[config.mk]
export PLATFORM = sky130hd
export DESIGN_NAME = tt_um_jimktrains_vslc_timer_sched
export DESIGN_NICKNAME = d
export VERILOG_FILES = /design/src/rtl/tt_um_jimktrains_vslc_pkg.sv /design/src/rtl/tt_um_jimktrains_vslc_prescaler.sv /design/src/rtl/tt_um_jimktrains_vslc_timer_sched.sv
export SDC_FILE = /design/constraint.sdc
export NUM_CORES = 1
export LEC_CHECK = 0
export CORE_MARGIN = 4
export CORE_UTILIZATION = 43
export DETAILED_ROUTE_END_ITERATION = 12
export PLACE_DENSITY = 0.75
export SYNTH_ARGS = -nofsm -noshare
export SYNTH_HDL_FRONTEND = slang
export SYNTH_HIERARCHICAL = 1
export SYNTH_SLANG_ARGS = --single-unit
[constraint.sdc]
create_clock -name clk -period 1.8 [get_ports clk]
set_clock_uncertainty 0.1 [all_clocks]
set_input_delay 0.36 -clock clk [delete_from_list [all_inputs] [get_ports clk]]
set_output_delay 0.36 -clock clk [all_outputs]
set_load 0.005 [all_outputs]
[src/rtl/tt_um_jimktrains_vslc_pkg.sv]
// rtl/tt_um_jimktrains_vslc_pkg.sv - shared encodings for the vslc timer scheduler
package tt_um_jimktrains_vslc_pkg;

    localparam logic [1:0] FIELD_PA    = 2'd0;
    localparam logic [1:0] FIELD_PB    = 2'd1;
    localparam logic [1:0] FIELD_CTRL  = 2'd2;
    localparam logic [1:0] FIELD_PRESC = 2'd3;

    localparam int CTRL_EN      = 0;
    localparam int CTRL_ONESHOT = 1;

    typedef enum logic {
        S_IDLE,
        S_HOLD
    } state_t;

endpackage

[src/rtl/tt_um_jimktrains_vslc_prescaler.sv]
// rtl/tt_um_jimktrains_vslc_prescaler.sv - divide clk into the shared timer_clk
module tt_um_jimktrains_vslc_prescaler
    import tt_um_jimktrains_vslc_pkg::*;
(
    input  logic       clk,
    input  logic       rst_n,
    input  logic [7:0] divisor,
    input  logic       restart,
    output logic       timer_clk
);

    logic [7:0] count;

    // restart realigns the phase so a new divisor starts from a clean low half-period
    always_ff @(posedge clk) begin
        if (!rst_n) begin
            count     <= 8'd0;
            timer_clk <= 1'b0;
        end else if (restart) begin
            count     <= 8'd0;
            timer_clk <= 1'b0;
        end else if (count == divisor) begin
            count     <= 8'd0;
            timer_clk <= ~timer_clk;
        end else begin
            count <= count + 8'd1;
        end
    end

endmodule

[src/rtl/tt_um_jimktrains_vslc_timer_sched.sv]
// rtl/tt_um_jimktrains_vslc_timer_sched.sv - config, commit sequencing and one-shot control for vslc timers
module tt_um_jimktrains_vslc_timer_sched
    import tt_um_jimktrains_vslc_pkg::*;
#(
    parameter int         NUM_CH       = 4,
    parameter int         HOLD_CYCLES  = 2,
    parameter logic [7:0] PRESCALE_RST = 8'd0
) (
    input  logic                  clk,
    input  logic                  rst_n,
    input  logic                  cfg_valid,
    output logic                  cfg_ready,
    input  logic [1:0]            cfg_ch,
    input  logic [1:0]            cfg_field,
    input  logic [7:0]            cfg_data,
    input  logic [NUM_CH-1:0]     timer_out_in,
    output logic                  timer_clk,
    output logic [8*NUM_CH-1:0]   period_a,
    output logic [8*NUM_CH-1:0]   period_b,
    output logic [NUM_CH-1:0]     timer_enabled,
    output logic [NUM_CH-1:0]     done
);

    localparam int HW = (HOLD_CYCLES > 1) ? $clog2(HOLD_CYCLES) : 1;

    state_t            state_q;
    state_t            state_d;
    logic [HW-1:0]     hold_cnt;
    logic [1:0]        hold_ch;
    logic              pending_en;
    logic [7:0]        divisor;
    logic [7:0]        shadow_a [NUM_CH];
    logic [7:0]        shadow_b [NUM_CH];
    logic [NUM_CH-1:0] oneshot;
    logic [NUM_CH-1:0] timer_out_q;
    logic [NUM_CH-1:0] fall;

    logic wr;
    logic ch_ok;
    logic commit;
    logic presc_wr;
    logic hold_done;

    assign cfg_ready = (state_q == S_IDLE);
    assign wr        = cfg_valid && cfg_ready;
    assign ch_ok     = (int'(cfg_ch) < NUM_CH);
    assign commit    = wr && (cfg_field == FIELD_CTRL) && ch_ok;
    assign presc_wr  = wr && (cfg_field == FIELD_PRESC);
    assign hold_done = (state_q == S_HOLD) && (hold_cnt == '0);
    assign fall      = timer_out_q & ~timer_out_in;

    always_comb begin
        state_d = state_q;
        case (state_q)
            S_IDLE: if (commit) state_d = S_HOLD;
            S_HOLD: if (hold_cnt == '0) state_d = S_IDLE;
            default: state_d = S_IDLE;
        endcase
    end

    always_ff @(posedge clk) begin
        if (!rst_n) state_q <= S_IDLE;
        else        state_q <= state_d;
    end

    always_ff @(posedge clk) begin
        if (!rst_n) begin
            hold_cnt    <= '0;
            hold_ch     <= 2'd0;
            pending_en  <= 1'b0;
            divisor     <= PRESCALE_RST;
            oneshot     <= '0;
            timer_out_q <= '0;
            period_a    <= '0;
            period_b    <= '0;
            timer_enabled <= '0;
            done        <= '0;
            for (int i = 0; i < NUM_CH; i++) begin
                shadow_a[i] <= 8'd0;
                shadow_b[i] <= 8'd0;
            end
        end else begin
            timer_out_q <= timer_out_in;

            if (commit) begin
                hold_ch    <= cfg_ch;
                pending_en <= cfg_data[CTRL_EN];
                hold_cnt   <= HW'(HOLD_CYCLES - 1);
            end else if ((state_q == S_HOLD) && (hold_cnt != '0)) begin
                hold_cnt <= hold_cnt - 1'b1;
            end

            if (presc_wr) divisor <= cfg_data;

            // later assignments override earlier ones: a commit beats a same-edge one-shot fall
            for (int i = 0; i < NUM_CH; i++) begin
                if (fall[i] && timer_enabled[i] && oneshot[i]) begin
                    timer_enabled[i] <= 1'b0;
                    done[i]          <= 1'b1;
                end
                if (hold_done && (hold_ch == 2'(i))) begin
                    timer_enabled[i] <= pending_en;
                end
                if (wr && (cfg_ch == 2'(i))) begin
                    case (cfg_field)
                        FIELD_PA: shadow_a[i] <= cfg_data;
                        FIELD_PB: shadow_b[i] <= cfg_data;
                        FIELD_CTRL: begin
                            period_a[8*i +: 8] <= shadow_a[i];
                            period_b[8*i +: 8] <= shadow_b[i];
                            oneshot[i]         <= cfg_data[CTRL_ONESHOT];
                            done[i]            <= 1'b0;
                            timer_enabled[i]   <= 1'b0;
                        end
                        default: ;
                    endcase
                end
            end
        end
    end

    tt_um_jimktrains_vslc_prescaler u_prescaler (
        .clk       (clk),
        .rst_n     (rst_n),
        .divisor   (divisor),
        .restart   (presc_wr),
        .timer_clk (timer_clk)
    );

endmodule

# Word-level counts from Yosys, hierarchy flattened
# Memory sizes are Yosys's and may differ from the RTL's. A register that Yosys moved wholly into a read port is not among the register bits.
# Cells that the tools add are included.
# totals
reg_bits	38
ramBits	64
input_bits	19
memories	2
word_cells	149
# memory_table
memory	depth	width	rd	rd_ports_with_merged_regs	write_ports	line_no	rtl
shadow_a	4	8	4	4	4	tt_um_jimktrains_vslc_timer_sched.sv:32	logic [7:0] shadow_a [NUM_CH];
shadow_b	4	8	4	4	4	tt_um_jimktrains_vslc_timer_sched.sv:33	logic [7:0] shadow_b [NUM_CH];
# op_classes
addsub	2
reduce_logical	39
n_eq_ne	10
bitwise	14
n_mux	68
# ops
operator	n
$mux W8	8
$mux W1	59
$logic_and A1 B1 Y1	21
$eq A2 B2 Y1 const B	6
$add A8 B1 Y8 const B	1
$eq A8 B8 Y1	1
$logic_not A1 Y1	8
$or A1 B1 Y1	8
$reduce_and A2 Y1	4
$eq A2 B1 Y1 const B	3
$logic_not A2 Y1	3
$and A4 B4 Y4	1
$not A1 Y1	4
$not A4 Y4	1
$reduce_or A3 Y1	1
$pmux W1 S2	1
$reduce_bool A2 Y1	1
$reduce_or A2 Y1	1
$sub A1 B1 Y1 const B	1

# Logic depth before layout (Yosys ltp)
# Gate-level depths: netlist of the first run.
# depth
word_depth	8
depth_mapped	7

# Modules after synthesis
# Netlist of the first run, hierarchy kept.
# by_module_without_submodules
module	n_inst	seq_area_each_um2	area_per_inst_um2	cells_each
tt_um_jimktrains_vslc_timer_sched	1	3783.6	6228.5	558
tt_um_jimktrains_vslc_prescaler	1	180.2	434.2	47

# Worst setup path before layout of the first run
# OpenSTA, ideal clock, no wires.
# synth_path
path_kind	input -> register
startpoint	input cfg_field[0]
endpoint	memory shadow_a[1][0], enable pin
path_buffers	1
arrival_ps	1453
required_time_ps	1316
setup_slack_ps	-137
stages	4
cell_sequence	buf_6 inv_1 nand4b_1 o21ai_0
# synth_rtl
item	line_no	rtl
from (decl)	tt_um_jimktrains_vslc_timer_sched.sv:14	input logic [1:0] cfg_field,
to (decl)	tt_um_jimktrains_vslc_timer_sched.sv:32	

# Worst setup path in the final report of the first run
# layout_path
startpoint	register period_a[17], read port of shadow_a
endpoint	output period_a[17]
# layout_rtl
item	line_no	rtl
from (decl)	tt_um_jimktrains_vslc_timer_sched.sv:18	output logic [8*NUM_CH-1:0] period_a,
# No word-level cell between the ends.

==> results of run 1 <==
-- flip-flops by register name, summed over array words and instances (netlist names) --
| signal | cells |
|---|---|
| shadow_a | 32 |
| shadow_b | 32 |
| u_prescaler/timer_clk | 1 |
| hold_ch | 2 |
| divisor | 8 |
| u_prescaler/count | 8 |
| done | 4 |
| oneshot | 4 |
| hold_cnt | 1 |
| pending_en | 1 |
| timer_out_q | 4 |
| state_q | 1 |
| timer_enabled | 4 |
| period_a | 32 |
| period_b | 32 |
-- kinds of logic after synthesis --
kind of cell | after synthesis | synth area share (%)
adders and majority gates | 1 | 0.188
and+or+nand+nor | 276 | 20.9
muxes | 71 | 10.7
xor gates and xnor gates | 14 | 1.84
DFF | 166 | 59.5
buffers and inverters | 40 | 3.27
AOI/OAI and AO/OA | 37 | 3.66
-- area by class of cell --
class | count | area share [%]
flip-flops and latches | 166 | 46.3
multi-input cells | 399 | 29.0
repair buffers | 123 | 14.5
clock buffers | 21 | 5.50
well taps | 188 | 2.74
clock inverters | 11 | 1.46
inverters | 11 | 0.481
-- per-stage QoR --
stage | utilization, % | instances | setup WS (ns) | hold slack, ns
after floorplan | - | 605 | -0.137 | 0.330
after global placement | 52.4 | 887 | -0.303 | 0.344
after detailed placement | 52.4 | 887 | -0.328 | 0.348
after CTS | 56.3 | 919 | 0.0141 | 0.327
after global routing | 56.4 | 919 | 0.00397 | 0.346
final | 56.4 | 919 | 0.0440 | 0.342
-- routing by layer --
layer	global-route usage, %	vias to the layer above
met5	0	-
met4	6.81	0
met3	4.60	14
met2	26.9	122
met1	21.3	2184
li1	-	2254
-- power by group through the flow --
stage	Combinational [mW]	Sequential, mW	Clock, mW
2_1_floorplan	0.243	4.11	0
3_3_place_gp	0.443	4.12	0
3_5_place_dp	0.455	4.13	0
4_1_cts	0.457	4.04	3.66
5_1_grt	0.499	4.05	3.81
6_report	0.453	4.04	3.58
-- cell usage in the layout (no fill, tap or decap), types with 2 or more instances in the layout --
master / n
clkbuf_1: 2
nand4b_1: 4
mux2i_1: 71
nor3_2: 7
nand2b_1: 2
a21oi_1: 5
inv_1: 9
a311o_1: 2
xor2_1: 5
clkbuf_16: 18
o21ai_0: 12
a41oi_1: 3
dfxtp_2: 7
dfxtp_1: 95
a21boi_0: 10
nand2_1: 155
clkinv_4: 2
clkinv_2: 2
nor2_4: 3
nand4_1: 2
bufinv_16: 2
clkinvlp_4: 5
and2_1: 68
nor2_1: 12
dlymetal6s2s_1: 2
buf_4: 25
nor2b_1: 4
edfxtp_1: 64
xnor2_1: 9
nand3_1: 6
clkdlybuf4s50_1: 88
nand4bb_1: 2
or2_2: 2
buf_12: 7
-- worst paths after layout --
kind | startpoint | to | slack (ns) | cells past startpoint
max reg2reg | state_q$_SDFF_PN0_ | shadow_a[3][1]$_SDFFCE_PN0P_ | 0.26 | 4
min | rst_n | state_q$_SDFF_PN0_ | 0.34 | 3
max | period_a[17]$_SDFFE_PN0P_ | period_a[17] | 0.04 | 1
min reg2reg | period_b[31]$_SDFFE_PN0P_ | period_b[31]$_SDFFE_PN0P_ | 0.36 | 2
==> impl_metrics.yaml, run 1 <==
outcome:
  status: "finished clean"
worst_setup_path:
  max_stage_delay_ns: 0.51
  cp_max_fo: 2
  cp_slowest_cell: "clkdlybuf4s50_1"
  critPathLaunchType: "register"
  cp-end-kind: "output port"
  cp_num_buf_inv: 1
  arrival_ns: 1.30
  critPathRequiredTime_ns: 1.34
  path_class: "register to output port"
  crit_family: "buffers and inverters"
  worstPathCellList: "clkdlybuf4s50_1"
synthesis:
  synth_ff_type: "dfxtp_1"
  synth-async-reset-ratio_pct: 0
  ys_top_cells_by_count: "nand2_1, dfxtp_1, mux2i_1"
  ys_types: 43
  yosys_warnings: 6
  yosysMostFrequentCell: "nand2_1"
  synth-seq-cells: 166
  seq_area_frac_synth_pct: 59.5
  netlist_area_mm2: 0.00666
  synth_top_area_share_pct: 30.6
  yosys-top-cells-area: "dfxtp_1, edfxtp_1, mux2i_1"
  yosysTopAreaCell: "dfxtp_1"
  synth_edf_count: 64
  syn_nets: 625
  avgSynthCellArea_um2: 11.0
  synthCells: 605
pwr:
  p_sw_share_pct: 21.5
  worst_ir_drop_vdd_uv: 758
  powerDensity_mw_per_mm2: 942
  leakagePower_nw: 3.07
  pwr-share-seq_pct: 50.1
  p_total_mw: 8.08
  switching_power_mw: 1.73
  internal_power_mw: 6.35
  pwr-share-clk_pct: 44.3
  p_comb_share_pct: 5.6
clocking:
  cts_setup_buffers: 0
  cts_sinks: 166
  clk_latency_ns: 0.42
  cts_buffers: 17
  cts.hold.buffers_added: 0
  clk_pin_slew_ns: 0.07
  cts_tree: "yes"
  clk_path_buf_depth: 2
  htreeDepth: 4
  cts_resized: 5
  cts_root_buf: "clkbuf_16"
floorplanning:
  core-area_mm2: 0.0152
  num_io_pins: 93
  start_util_pct: 43.8
  row_count: 45
  die_w_um: 132
  die_h_um: 132
  die-area_mm2: 0.0175
final_layout:
  syn2layout_area_growth_pct: 28.7
  multi_input_area_mm2: 0.00249
  seqCellArea_mm2: 0.00397
  fillers: 1285
  drive_gt1_share_pct: 11.8
  antenna_cells: 0
  nets: 738
  finalInstanceArea_mm2: 0.00858
sta:
  worst_pin_slew_ns: 0.505
  post-route-min-period_ns: 1.76
  fmax_mhz: 569
  setup_viol: 0
  slew_headroom_pct: 66.2
  rsz0062_at_grt: "no"
  finalHoldViolCount: 0
  maxSlewViolCount: 0
  finalSetupTns_ns: 0
  timing.final.crit_share_pct: 97.6
min_path:
  hp-class: "input port to register"
placed_design:
  gp_congestion: 0.774
  placed_area_mm2: 0.00796
  dpl.hpwl_um: 9960
  io_buffer_count: 92
routing:
  wl_per_cell_um: 15.4
  wl_met3_um: 1030
  avgViaCountPerCell: 4.98
  top_layer: "met4"
  ant_nets: 0
  route.detailed.drc: 0
  wl_met2_um: 6900
  via_count: 4574
  wirelength_met1_um: 6030
  wl_um: 14200
  drt_iter0_markers: 198
  drtPass1Iterations: 5
global_routing:
  grtUsageTotal_pct: 16.7
  first_global_vias: 4737
  grt_max_degree: 70
  grt.overflow.total: 0
  antenna_found_initial: 0
  grt_pass1_wl_um: 23400
run:
  max-cap-violations: 0
No activity file was read; power rests on OpenSTA's default activity.
==> run 2: changes to the inputs <==
--- a/config.mk
+++ b/config.mk
@@ -5,10 +5,11 @@
 export SDC_FILE = /design/constraint.sdc
 export NUM_CORES = 1
 export LEC_CHECK = 0
+export ABC_AREA = 1
 export CORE_MARGIN = 4
 export CORE_UTILIZATION = 43
 export DETAILED_ROUTE_END_ITERATION = 12
-export PLACE_DENSITY = 0.75
+export PLACE_DENSITY = 0.74
 export SYNTH_ARGS = -nofsm -noshare
 export SYNTH_HDL_FRONTEND = slang
 export SYNTH_HIERARCHICAL = 1
==> run 2 against run 1 <==
Compared with the run above: via count rose by 28%; clock power rose by 13%; utilization rose by 1.8 points; clock-buffer cell count fell by 4; sequential power rose by 1%; die area rose by 6.8%; critical path type unchanged.
==> impl_metrics.yaml, run 2 <==
min_path:
  hp-start: "rst_n"
  hold_end: "oneshot[3]$_SDFFE_PN0P_"
  hp-class: "input port to register"
  min_path_cells: 4
global_routing:
  grt.overflow.total: 0
  antenna_found_initial: 0
  first_global_vias: 5450
  grtUsageTotal_pct: 17.8
  grt_max_degree: 63
  grt_pass1_wl_um: 26200
worst_setup_path:
  cp_slowest_cell: "clkdlybuf4s50_1"
  cp-end-kind: "output port"
  cp_num_buf_inv: 1
  crit_family: "buffers and inverters"
  rr_endpoint: "shadow_b[1][2]$_SDFFCE_PN0P_"
  critPathRequiredTime_ns: 1.34
  path_class: "register to output port"
  cp_max_fo: 2
  worstPathCellList: "clkdlybuf4s50_1"
  arrival_ns: 1.31
  max_stage_delay_ns: 0.52
  r2r_slack_ns: 0.13
  r2r.worst_path.cells: 6
  critPathLaunchType: "register"
  r2r_start: "state_q$_SDFF_PN0_"
synthesis:
  synthCells: 940
  syn_nets: 960
  synth_top_family_by_area: "simple AND/OR/NAND/NOR gates"
  yosys.area_share.simple_pct: 27.6
  synth_adder_area_share_pct: 0.175
  synth.area.mux_share_pct: 0
  ys_top_cells_by_count: "inv_1, nand2_1, nor2_1"
  ys_types: 23
  yosysTopAreaCell: "dfxtp_1"
  synth-compound-area-share_pct: 2.71
  netlist_area_mm2: 0.00714
  synth_top_area_share_pct: 28.6
  yosys-top-cells-area: "dfxtp_1, edfxtp_1, inv_1"
  synth_ff_type: "dfxtp_1"
  synth-seq-cells: 166
  avgSynthCellArea_um2: 7.60
  yosysMostFrequentCell: "inv_1"
  yosys_warnings: 6
  synth-xor-area-share_pct: 0.858
  seq_area_frac_synth_pct: 55.5
  synth_edf_count: 64
  synth-async-reset-ratio_pct: 0
sta:
  worst_pin_slew_ns: 0.423
  maxSlewViolCount: 0
  setup_viol: 0
  finalHoldViolCount: 0
  hold_slack_ns: 0.307
  slew_headroom_pct: 71.8
  fmax_mhz: 565
  rsz0062_at_grt: "no"
  post-route-min-period_ns: 1.77
  timing.final.crit_share_pct: 98.4
final_layout:
  final_common_cell: "inv_1"
  nets: 1083
  final_cell_mix: "inv_1, nand2_1, nor2_1"
  antenna_cells: 0
  syn2layout_area_growth_pct: 30.8
  finalInstanceArea_mm2: 0.00934
  drive_gt1_share_pct: 8.46
floorplanning:
  start_util_pct: 44.5
  die-area_mm2: 0.0187
  row_count: 46
  num_io_pins: 93
  die_h_um: 137
  die_w_um: 137
  core-area_mm2: 0.0161
routing:
  route.detailed.drc: 0
  drtPass1Iterations: 5
  wl_per_cell_um: 12.3
  wl_um: 15900
  drt_iter0_markers: 334
  avgViaCountPerCell: 4.52
  via_count: 5841
  ant_nets: 0
pwr:
  switching_power_mw: 1.93
  p_sw_share_pct: 21.9
  p_comb_share_pct: 8.1
  pwr-share-clk_pct: 45.8
  worst_ir_drop_vdd_uv: 692
  internal_power_mw: 6.90
  leakagePower_nw: 4.16
  powerDensity_mw_per_mm2: 946
  pwr-share-seq_pct: 46.2
placed_design:
  dpl.hpwl_um: 10900
  io_buffer_count: 92
  placed_area_mm2: 0.00868
  gp_congestion: 0.785
clocking:
  cts_tree: "yes"
  clk_path_buf_depth: 2
  cts_setup_buffers: 0
  htreeDepth: 4
  cts_resized: 3
  cts_root_buf: "clkbuf_16"
  cts_sinks: 166
  cts_buffers: 17
  cts.hold.buffers_added: 0
  clk_pin_slew_ns: 0.07
  clk_latency_ns: 0.43
run:
  max-cap-violations: 0
outcome:
  status: "finished clean"
-- run 2: cell families after synthesis --
group	after synthesis
AND/OR/NAND/NOR	481
buffers and inverters	247
flip-flops	166
AO/OA/AOI/OAI	38
XOR/XNOR	7
adder cells (fa/ha/maj)	1
-- run 2: per-stage QoR --
stage	power (mW)	instances	worst slack [ns]	TNS (ns)	utilization (%)
3_5_place_dp	4.87	1260	-0.344	-38.41	54.0
3_3_place_gp	4.86	1260	-0.254	-31.35	54.0
4_1_cts	8.90	1292	0.00374	0	58.1
2_1_floorplan	4.54	940	0.0587	0	-
6_report	8.84	1292	0.0293	0	58.2
5_1_grt	9.14	1292	0.00113	0	58.2
-- run 2: layer usage --
metal  track usage [%]  share of wire (%)  up-vias
met5                 0                  0        -
met4              5.16                1.4        0
met3              4.19                5.1       19
met2              30.0                 48      145
met1              23.0                 46     2626
li1                  -                  -     3051
-- run 2: final cells by class --
cell class / count / area, µm²
Clock buffer: 17 / 425
Clock inverter: 15 / 234
Fill cell: 1436 / 6710
Inverter: 212 / 796
Multi-Input combinational cell: 527 / 2240
Sequential cell: 166 / 3970
Tap cell: 216 / 270
Timing Repair Buffer: 139 / 1410
-- run 2: worst max path at each step --
| stage | from | to | slack (ns) | cells past startpoint |
|---|---|---|---|---|
| floorplan | state_q$_SDFF_PN0_ | shadow_a[3][0]$_SDFFCE_PN0P_ | 0.06 | 7 |
| global placement | cfg_valid | shadow_a[0][1]$_SDFFCE_PN0P_ | -0.25 | 5 |
| detailed placement | cfg_valid | shadow_a[0][1]$_SDFFCE_PN0P_ | -0.34 | 5 |
| CTS | done[3]$_SDFF_PN0_ | done[3] | 0.004 | 1 |
| global route | period_b[26]$_SDFFE_PN0P_ | period_b[26] | 0.001 | 1 |
| finish | done[3]$_SDFF_PN0_ | done[3] | 0.03 | 1 |
-- run 2: worst register-to-register path, delay by kind of cell (launching register included) --
family	cells	cell delay [ns]
buffers and inverters	2	0.29
flip-flops	1	0.31
AND/OR/NAND/NOR	4	0.62
-- run 2: power groups by stage --
stage	Sequential, mW	Clock, mW	Combinational, mW
after floorplan	4.15	0	0.386
after global placement	4.16	0	0.693
after detailed placement	4.16	0	0.706
after CTS	4.08	4.10	0.715
after global routing	4.10	4.25	0.796
final	4.08	4.04	0.712
==> run 3: changes to the inputs <==
--- a/config.mk
+++ b/config.mk
@@ -9,7 +9,8 @@
 export CORE_MARGIN = 4
 export CORE_UTILIZATION = 43
 export DETAILED_ROUTE_END_ITERATION = 12
-export PLACE_DENSITY = 0.74
+export HOLD_SLACK_MARGIN = 0.08
+export PLACE_DENSITY = 0.69
 export SYNTH_ARGS = -nofsm -noshare
 export SYNTH_HDL_FRONTEND = slang
 export SYNTH_HIERARCHICAL = 1
==> run 3 against run 2 <==
Compared with the run above: register-to-register slack improved by 0.09 ns; critical path depth unchanged; utilization increased by 0.43 points; power decreased by 4.5%; clock-buffer cell count increased by 4.
==> impl_metrics.yaml, run 3 (synthesis gave the netlist of run 2 again) <==
pwr:
  pwr-share-clk_pct: 43.0
  internal_power_mw: 6.47
  pwr-share-seq_pct: 48.3
  switching_power_mw: 1.97
  worst_ir_drop_vdd_uv: 648
  p_comb_share_pct: 8.7
  p_sw_share_pct: 23.4
  powerDensity_mw_per_mm2: 897
  p_total_mw: 8.44
  leakagePower_nw: 4.28
routing:
  wl_per_cell_um: 12.1
  ant_nets: 0
  via_count: 5770
  wl_um: 15800
  avgViaCountPerCell: 4.43
  route.detailed.drc: 0
  drtPass1Iterations: 4
  drt_iter0_markers: 319
floorplanning:
  num_io_pins: 93
  start_util_pct: 44.5
  core-area_mm2: 0.0161
  die_w_um: 137
  die-area_mm2: 0.0187
  row_count: 46
  die_h_um: 137
sta:
  rsz0062_at_grt: "no"
  slew_headroom_pct: 78.9
  maxSlewViolCount: 0
  hold_slack_ns: 0.301
  worst_pin_slew_ns: 0.315
  setup_slack_ns: 0.0566
  finalHoldViolCount: 0
  post-route-min-period_ns: 1.74
  setup_viol: 0
  fmax_mhz: 574
  timing.final.crit_share_pct: 96.9
final_layout:
  nets: 1093
  syn2layout_area_growth_pct: 31.8
  final_cell_mix: "inv_1, nand2_1, nor2_1"
  final_common_cell: "inv_1"
  drive_gt1_share_pct: 9.67
  antenna_cells: 0
clocking:
  clk_latency_ns: 0.42
  clk_pin_slew_ns: 0.07
  cts.hold.buffers_added: 0
  cts_tree: "yes"
  clk_path_buf_depth: 2
  cts_sinks: 166
  cts_root_buf: "clkbuf_16"
  htreeDepth: 4
  cts_buffers: 17
worst_setup_path:
  max_stage_delay_ns: 0.51
  critPathRequiredTime_ns: 1.34
  cp_num_buf_inv: 1
  critPathLaunchType: "register"
  worstPathCellList: "clkdlybuf4s50_1"
  cp-end-kind: "output port"
  path_class: "register to output port"
  crit_family: "buffers and inverters"
  arrival_ns: 1.28
  cp_slowest_cell: "clkdlybuf4s50_1"
  cp_max_fo: 2
placed_design:
  dpl.hpwl_um: 11000
  io_buffer_count: 92
  dp_slack_ns: -0.230
  gp_congestion: 0.785
global_routing:
  grt.overflow.total: 0
  grt_max_degree: 51
  antenna_found_initial: 0
  grt_pass1_wl_um: 26000
  first_global_vias: 5334
  grtUsageTotal_pct: 17.9
run:
  max-cap-violations: 0
outcome:
  status: "finished clean"
min_path:
  hp-class: "input port to register"
run 3: cell count changes in the layout (fill, tap and decap cells not counted), moves of 2 or more:
| cell | delta |
|---|---|
| buf_12 | +3 |
| buf_4 | +8 |
| bufinv_16 | -5 |
| clkbuf_16 | +2 |
| clkdlybuf4s50_1 | -4 |
| clkinv_1 | -3 |
| dfxtp_1 | -4 |
| dfxtp_2 | +4 |
| dlymetal6s2s_1 | +5 |
| inv_6 | +2 |
| nand2_1 | +2 |
| nand2_2 | -2 |
run 3: path summary, 6_finish.rpt:
check,cells after the start,to,slack [ns],startpoint
worst min-delay path,4,timer_out_q[3]$_SDFF_PN0_,0.30,rst_n
worst min register to register,2,state_q$_SDFF_PN0_,0.36,state_q$_SDFF_PN0_
worst max register to register,6,shadow_b[0][7]$_SDFFCE_PN0P_,0.22,state_q$_SDFF_PN0_
worst max-delay path,1,period_a[25],0.06,period_a[25]$_SDFFE_PN0P_
run 3: stage by stage:
stage | TNS, ns | instances | area, µm² | util [%]
floorplan | 0 | 940 | 7140 | -
global placement | -26.82 | 1270 | 8790 | 54.7
detailed placement | -29.32 | 1270 | 8790 | 54.7
CTS | 0 | 1302 | 9390 | 58.5
global route | 0 | 1302 | 9410 | 58.6
finish | 0 | 1302 | 9410 | 58.6
run 3: final cells by class:
class | instances | area (µm²)
Fill cell | 1438 | 6650
Sequential cell | 166 | 3970
Multi-Input combinational cell | 527 | 2240
Timing Repair Buffer | 149 | 1530
Inverter | 212 | 796
Clock buffer | 21 | 493
Tap cell | 216 | 270
Clock inverter | 11 | 113
run 3: worst register-to-register path, delay by kind of cell, from the launching register on:
family	cells	cell delay, ns
simple gates	4	0.58
buf+inv	2	0.26
flops	1	0.31
run 3: timing repair:
action,in CTS,in global routing
setup buffers,0,0
gates resized for setup,2,10
setup endpoints to repair,2,10
run 3: power groups by stage:
stage	Sequential (mW)	Clock, mW	Combinational, mW
after floorplan	4.15	0	0.386
after global placement	4.16	0	0.726
after detailed placement	4.16	0	0.738
after CTS	4.08	3.71	0.742
after global routing	4.09	3.87	0.826
final	4.08	3.63	0.734
run 3: layer usage:
layer | vias up | wire length (µm) | part of all wire, % | global-route usage (%)
li1 | 3075 | - | - | -
met1 | 2564 | 7050 | 45 | 23.0
met2 | 115 | 7580 | 48 | 28.8
met3 | 16 | 956 | 6.1 | 4.82
met4 | 0 | 176 | 1.1 | 7.10
met5 | - | 0 | 0 | 0
